[src/rtl/line_write_buffer.sv]
// Posted line write buffer between the data cache and main_mem: absorbs dirty-line
// evictions, drains them in the background and forwards reads that hit buffered lines.
//
// state   | meaning
// U_IDLE  | waiting for a cache read or write request
// U_MEMRD | read miss outstanding at main_mem
// U_GNT   | one-cycle completion pulse to the cache
// D_IDLE  | no write to main_mem in flight
// D_WRITE | head entry being written to main_mem, head entry frozen
module line_write_buffer #(
    parameter int LINE_ADDR_LEN = 2,
    parameter int ADDR_LEN      = 10,
    parameter int DEPTH         = 4
) (
    input  logic                              clk,
    input  logic                              rst,
    input  logic [ADDR_LEN-1:0]               up_addr,
    input  logic                              up_rd_req,
    input  logic                              up_wr_req,
    input  logic [32*(2**LINE_ADDR_LEN)-1:0]  up_wr_line,
    output logic [32*(2**LINE_ADDR_LEN)-1:0]  up_rd_line,
    output logic                              up_gnt,
    output logic [ADDR_LEN-1:0]               mem_addr,
    output logic                              mem_rd_req,
    output logic                              mem_wr_req,
    output logic [32*(2**LINE_ADDR_LEN)-1:0]  mem_wr_line,
    input  logic [32*(2**LINE_ADDR_LEN)-1:0]  mem_rd_line,
    input  logic                              mem_gnt
);

    localparam int LINE_W = 32 * (2 ** LINE_ADDR_LEN);
    localparam int PTR_W  = $clog2(DEPTH);
    localparam int CNT_W  = PTR_W + 1;

    typedef enum logic [1:0] {U_IDLE, U_MEMRD, U_GNT} u_state_t;
    typedef enum logic {D_IDLE, D_WRITE} d_state_t;

    u_state_t u_state, u_next;
    d_state_t d_state, d_next;

    logic [DEPTH-1:0]    ent_valid;
    logic [ADDR_LEN-1:0] ent_addr [DEPTH];
    logic [LINE_W-1:0]   ent_line [DEPTH];
    logic [PTR_W-1:0]    head;
    logic [PTR_W-1:0]    tail;
    logic [CNT_W-1:0]    count;

    logic             head_hit;
    logic             other_hit;
    logic [PTR_W-1:0] other_idx;
    logic             rd_hit;
    logic [PTR_W-1:0] hit_idx;
    logic             head_busy;
    logic             wr_merge;
    logic             wr_head_stall;
    logic             rd_miss_pending;
    logic             drain_start;
    logic             do_push;
    logic             do_merge;
    logic             rd_fwd;
    logic             rd_issue;
    logic             rd_done;
    logic             do_pop;

    // Split address hits into the head entry and any newer entry; the newer one wins.
    always_comb begin
        head_hit  = 1'b0;
        other_hit = 1'b0;
        other_idx = '0;
        for (int i = 0; i < DEPTH; i++) begin
            if (ent_valid[i] && (ent_addr[i] == up_addr)) begin
                if (PTR_W'(i) == head) begin
                    head_hit = 1'b1;
                end else begin
                    other_hit = 1'b1;
                    other_idx = PTR_W'(i);
                end
            end
        end
    end

    assign rd_hit          = head_hit || other_hit;
    assign hit_idx         = other_hit ? other_idx : head;
    assign rd_miss_pending = (u_state == U_IDLE) && up_rd_req && !rd_hit;
    assign drain_start     = (d_state == D_IDLE) && (count != '0) &&
                             (u_state != U_MEMRD) && !rd_miss_pending;
    // Head counts as busy on the edge its snapshot is taken, so a merge cannot be lost.
    assign head_busy       = (d_state == D_WRITE) || drain_start;
    assign wr_merge        = other_hit || (head_hit && !head_busy);
    assign wr_head_stall   = head_hit && head_busy && !other_hit;
    assign rd_done         = (u_state == U_MEMRD) && mem_gnt;
    assign do_pop          = (d_state == D_WRITE) && mem_gnt;
    assign up_gnt          = (u_state == U_GNT);

    always_ff @(posedge clk or posedge rst) begin
        if (rst) begin
            u_state <= U_IDLE;
            d_state <= D_IDLE;
        end else begin
            u_state <= u_next;
            d_state <= d_next;
        end
    end

    always_comb begin
        u_next   = u_state;
        do_push  = 1'b0;
        do_merge = 1'b0;
        rd_fwd   = 1'b0;
        rd_issue = 1'b0;
        case (u_state)
            U_IDLE: begin
                if (up_wr_req) begin
                    if (wr_merge) begin
                        do_merge = 1'b1;
                        u_next   = U_GNT;
                    end else if (!wr_head_stall && (count < CNT_W'(DEPTH))) begin
                        do_push = 1'b1;
                        u_next  = U_GNT;
                    end
                end else if (up_rd_req) begin
                    if (rd_hit) begin
                        rd_fwd = 1'b1;
                        u_next = U_GNT;
                    end else if (d_state == D_IDLE) begin
                        rd_issue = 1'b1;
                        u_next   = U_MEMRD;
                    end
                end
            end
            U_MEMRD: begin
                if (mem_gnt) u_next = U_GNT;
            end
            U_GNT:   u_next = U_IDLE;
            default: u_next = U_IDLE;
        endcase
    end

    always_comb begin
        d_next = d_state;
        case (d_state)
            D_IDLE:  if (drain_start) d_next = D_WRITE;
            D_WRITE: if (mem_gnt) d_next = D_IDLE;
            default: d_next = D_IDLE;
        endcase
    end

    always_ff @(posedge clk or posedge rst) begin
        if (rst) begin
            ent_valid <= '0;
            for (int i = 0; i < DEPTH; i++) begin
                ent_addr[i] <= '0;
                ent_line[i] <= '0;
            end
            head  <= '0;
            tail  <= '0;
            count <= '0;
        end else begin
            if (do_push) begin
                ent_valid[tail] <= 1'b1;
                ent_addr[tail]  <= up_addr;
                ent_line[tail]  <= up_wr_line;
                tail            <= tail + PTR_W'(1);
            end
            if (do_merge) begin
                ent_line[hit_idx] <= up_wr_line;
            end
            if (do_pop) begin
                ent_valid[head] <= 1'b0;
                head            <= head + PTR_W'(1);
            end
            case ({do_push, do_pop})
                2'b10:   count <= count + CNT_W'(1);
                2'b01:   count <= count - CNT_W'(1);
                default: count <= count;
            endcase
        end
    end

    // Read misses and drains never overlap, so one mem_gnt always belongs to one of them.
    always_ff @(posedge clk or posedge rst) begin
        if (rst) begin
            mem_addr    <= '0;
            mem_rd_req  <= 1'b0;
            mem_wr_req  <= 1'b0;
            mem_wr_line <= '0;
            up_rd_line  <= '0;
        end else begin
            if (rd_issue) begin
                mem_rd_req <= 1'b1;
                mem_addr   <= up_addr;
            end else if (rd_done) begin
                mem_rd_req <= 1'b0;
            end
            if (drain_start) begin
                mem_wr_req  <= 1'b1;
                mem_addr    <= ent_addr[head];
                mem_wr_line <= ent_line[head];
            end else if (do_pop) begin
                mem_wr_req <= 1'b0;
            end
            if (rd_fwd) begin
                up_rd_line <= ent_line[hit_idx];
            end else if (rd_done) begin
                up_rd_line <= mem_rd_line;
            end
        end
    end

endmodule
[config.mk]
export PLATFORM = sky130hd
export DESIGN_NAME = line_write_buffer
export DESIGN_NICKNAME = d
export VERILOG_FILES = /design/src/rtl/line_write_buffer.sv
export SDC_FILE = /design/constraint.sdc
export NUM_CORES = 2
export LEC_CHECK = 0
export BUFFER_PORTS_ARGS = -buffer_cell sky130_fd_sc_hd__clkbuf_2
export CAP_MARGIN = 20
export CELL_PAD_IN_SITES_DETAIL_PLACEMENT = 1
export CELL_PAD_IN_SITES_GLOBAL_PLACEMENT = 1
export CORE_MARGIN = 2
export CORE_UTILIZATION = 52
export DETAILED_ROUTE_END_ITERATION = 12
export GPL_TIMING_DRIVEN = 0
export PLACE_DENSITY = 0.95
export SYNTH_ARGS = -nofsm -noshare
export SYNTH_HDL_FRONTEND = slang
export SYNTH_SLANG_ARGS = --single-unit
[constraint.sdc]
create_clock -name clk -period 58.9 [get_ports clk]
set_clock_uncertainty 0.15 [all_clocks]
set_input_delay 8.835 -clock clk [delete_from_list [all_inputs] [get_ports clk]]
set_output_delay 8.835 -clock clk [all_outputs]
set_load 0.02 [all_outputs]
==> impl_metrics.ini <==
[routing]
dr.first_iter.drc_count = 2563
first_pass_iters = 7
drt-wirelength-per-cell_um = 33.15
ant_nets = 0
viasPerCell = 6.546
drt-total-wl_um = 159200
drc = 0
num_vias = 31440

[clock_network]
htreeDepth = 3
cts.repair.resized = 0
cts_inserted_buffers = 91
cts_buffer_depth = 3
clkLatencyLatePin_ps = 670
clock_tree.root_cell = clkbuf_16
cts_tree = yes
postCtsSetupRepairBufs = 0
cts.sink_count = 834
ctsHoldBuffers = 0
path_clk_slew_ps = 70

[critical_path]
crit_buf_inv = 3
worst_setup_path_start_kind = input port
endpoint_kind = flop
critPathRequiredTime_ps = 59240
slowest_delay_ps = 740
cp.depth = 10
path_cells = buf_2 > xor2_1 > nor3_1 > and3_1 > nor4_4 > a21oi_1 > o21ai_1 > buf_2 > clkbuf_1 > o21ai_0
reg2reg_depth = 14
critPathTopFamily = buffers and inverters
worstSetupPathType = input port to flop
cp.arrival_ps = 12700
crit_path_top_delay_cell = o21ai_1
path_max_fanout = 10
cpMostUsedCell = buf_2

[synthesis]
ys_types = 56
synth_edf_count = 0
async_flop_share_pct = 100.0
yosysWarnings = 0
ys.flop_type = dfrtp_1
ys_seq_elements = 834
synthCells = 3007
syn_area_per_cell_um2 = 14.05
synth_seq_area_share_pct = 49.40
synth_fp_nets = 3288
syn_area_mm2 = 0.04225

[placed_design]
place.gp.congestion = 0.8787
place_hpwl_um = 104900
io_buffers = 529
place_area_mm2 = 0.04646

[timing]
min_period_ps = 12360
setup_violations = 0
fmax_mhz = 80.91
tns_ps = 0
hold_viol_final = 0
worstMarginPinSlew_ps = 1238
rsz0062_at_grt = false
maxSlewHeadroom_pct = 17.47
min_period_over_period_pct = 20.98
slew_violations = 0

[die]
pin_count = 540
rows = 104
die_y_um = 289.0
core_area_mm2 = 0.08055
dieArea_mm2 = 0.08355
die_w_um = 289.0
start_util_pct = 52.45

[status]
status = complete, no violations

[cells_and_area]
fin_area_mm2 = 0.04980
layout_common_cells = dfrtp_1 (834), clkbuf_2 (533), mux2_4 (460), a21oi_1 (272), mux2_2 (219)
fill_cells = 7846
drive_above_1_share_pct = 44.77
layout.nets = 3925
regArea_mm2 = 0.02087
multi_input_area_mm2 = 0.01937
area_delta_synth_final_pct = 17.87
layout_commonest_cell = dfrtp_1

[flow_run]
cap_viol_max_count = 0

[global_routing]
grt_max_degree = 129
grt_usage_pct = 37.68
antenna_found_initial = 32
grt_overflow = 0
grt_pass1_vias = 34854
grt_pass1_wl_um = 233900

[power]
power_density_mw_per_mm2 = 65.21
p_leak_nw = 22.51
max-vdd-ir-drop_v = 0.00003897

[worst_hold_path]
hold_class = flop to flop
whs_path_depth = 1
final cells by class:
type	count	area share, %
diodes	26	0.1306
plain buffers	248	3.944
clock buffers	127	5.266
clock inverters	39	1.133
inverters	14	0.1206
multi-input cells	1911	38.89
flip-flops and latches	834	41.91
well taps	1060	2.663
repair buffers	544	5.947
cell usage after synthesis (9+ instances only):
cell | instances | area share [%]
a21oi_1 | 272 | 3.2
a221o_1 | 121 | 2.9
buf_12 | 52 | 2.5
buf_2 | 62 | 0.73
buf_6 | 9 | 0.24
clkbuf_1 | 112 | 1.0
dfrtp_1 | 834 | 49
ha_1 | 9 | 0.27
inv_1 | 14 | 0.12
mux2_2 | 219 | 5.8
mux2_4 | 460 | 16
mux2i_1 | 129 | 3.1
mux4_2 | 138 | 7.4
nand2_1 | 161 | 1.4
nand3_1 | 15 | 0.18
nor2_1 | 138 | 1.2
o21ai_0 | 33 | 0.39
o21ai_1 | 102 | 1.2
xnor2_1 | 34 | 0.70
xor2_1 | 11 | 0.23
cell families (layout without fill, tap and decap cells):
| kind of cell | after synthesis | in the layout | share of synthesized area, % |
|---|---|---|---|
| compound gates | 549 | 549 | 8.339 |
| other cells | 0 | 26 | 0 |
| buf+inv | 262 | 972 | 4.762 |
| mux | 947 | 947 | 32.62 |
| xor+xnor | 45 | 45 | 0.9328 |
| flops | 834 | 834 | 49.40 |
| fa+ha+maj | 10 | 10 | 0.3139 |
| simple gates | 360 | 360 | 3.634 |
layer usage:
layer | part of all wire, % | vias to the layer above | global-route usage [%]
met5 | 0.083 | - | 0
met4 | 7.3 | 20 | 24.90
met3 | 8.1 | 635 | 9.110
met2 | 48 | 1810 | 61.58
met1 | 36 | 16573 | 44.47
li1 | - | 12402 | -
report_power, final:
part / internal, mW / switching [mW] / total (mW)
sequential: 0.863 / 0.270 / 1.13
clock: 0.361 / 0.260 / 0.621
combinational: 0.714 / 0.780 / 1.49
stage by stage:
stage	power (mW)	hold slack [ps]	cells	utilization [%]	setup slack (ps)
2_1_floorplan	2.047	318.8	3007	-	26490
3_3_place_gp	2.416	323.6	4596	57.39	17980
3_5_place_dp	2.541	326.8	4605	57.69	45950
4_1_cts	3.218	358.3	4771	61.64	46630
5_1_grt	3.359	375.7	4795	61.81	46460
6_report	3.248	356.3	4803	61.83	46540
sequential cells by signal, indices dropped and copies added, names as in the netlist:
signal       cells
tail             2
u_state          2
ent_line       512
ent_valid        4
head             2
mem_wr_line    128
mem_rd_req       1
mem_addr        10
ent_addr        40
mem_wr_req       1
d_state          1
up_rd_line     128
count            3
final timing paths:
check	from	endpoint	slack [ps]
max in group asynchronous	rst	ent_line[101]$_DFF_PP0_	48430
setup / recovery	up_addr[5]	d_state$_DFF_PP0_	46540
hold / removal	mem_wr_line[119]$_DFFE_PP0N_	mem_wr_line[119]$_DFFE_PP0N_	360
min in group asynchronous	rst	ent_line[415]$_DFF_PP0_	8000
hold reg to reg	mem_wr_line[119]$_DFFE_PP0N_	mem_wr_line[119]$_DFFE_PP0N_	360
setup reg to reg	head[1]$_DFFE_PP0P_	up_rd_line[1]$_DFFE_PP0P_	53350
Note: power is estimated with default switching activity, not from simulation.
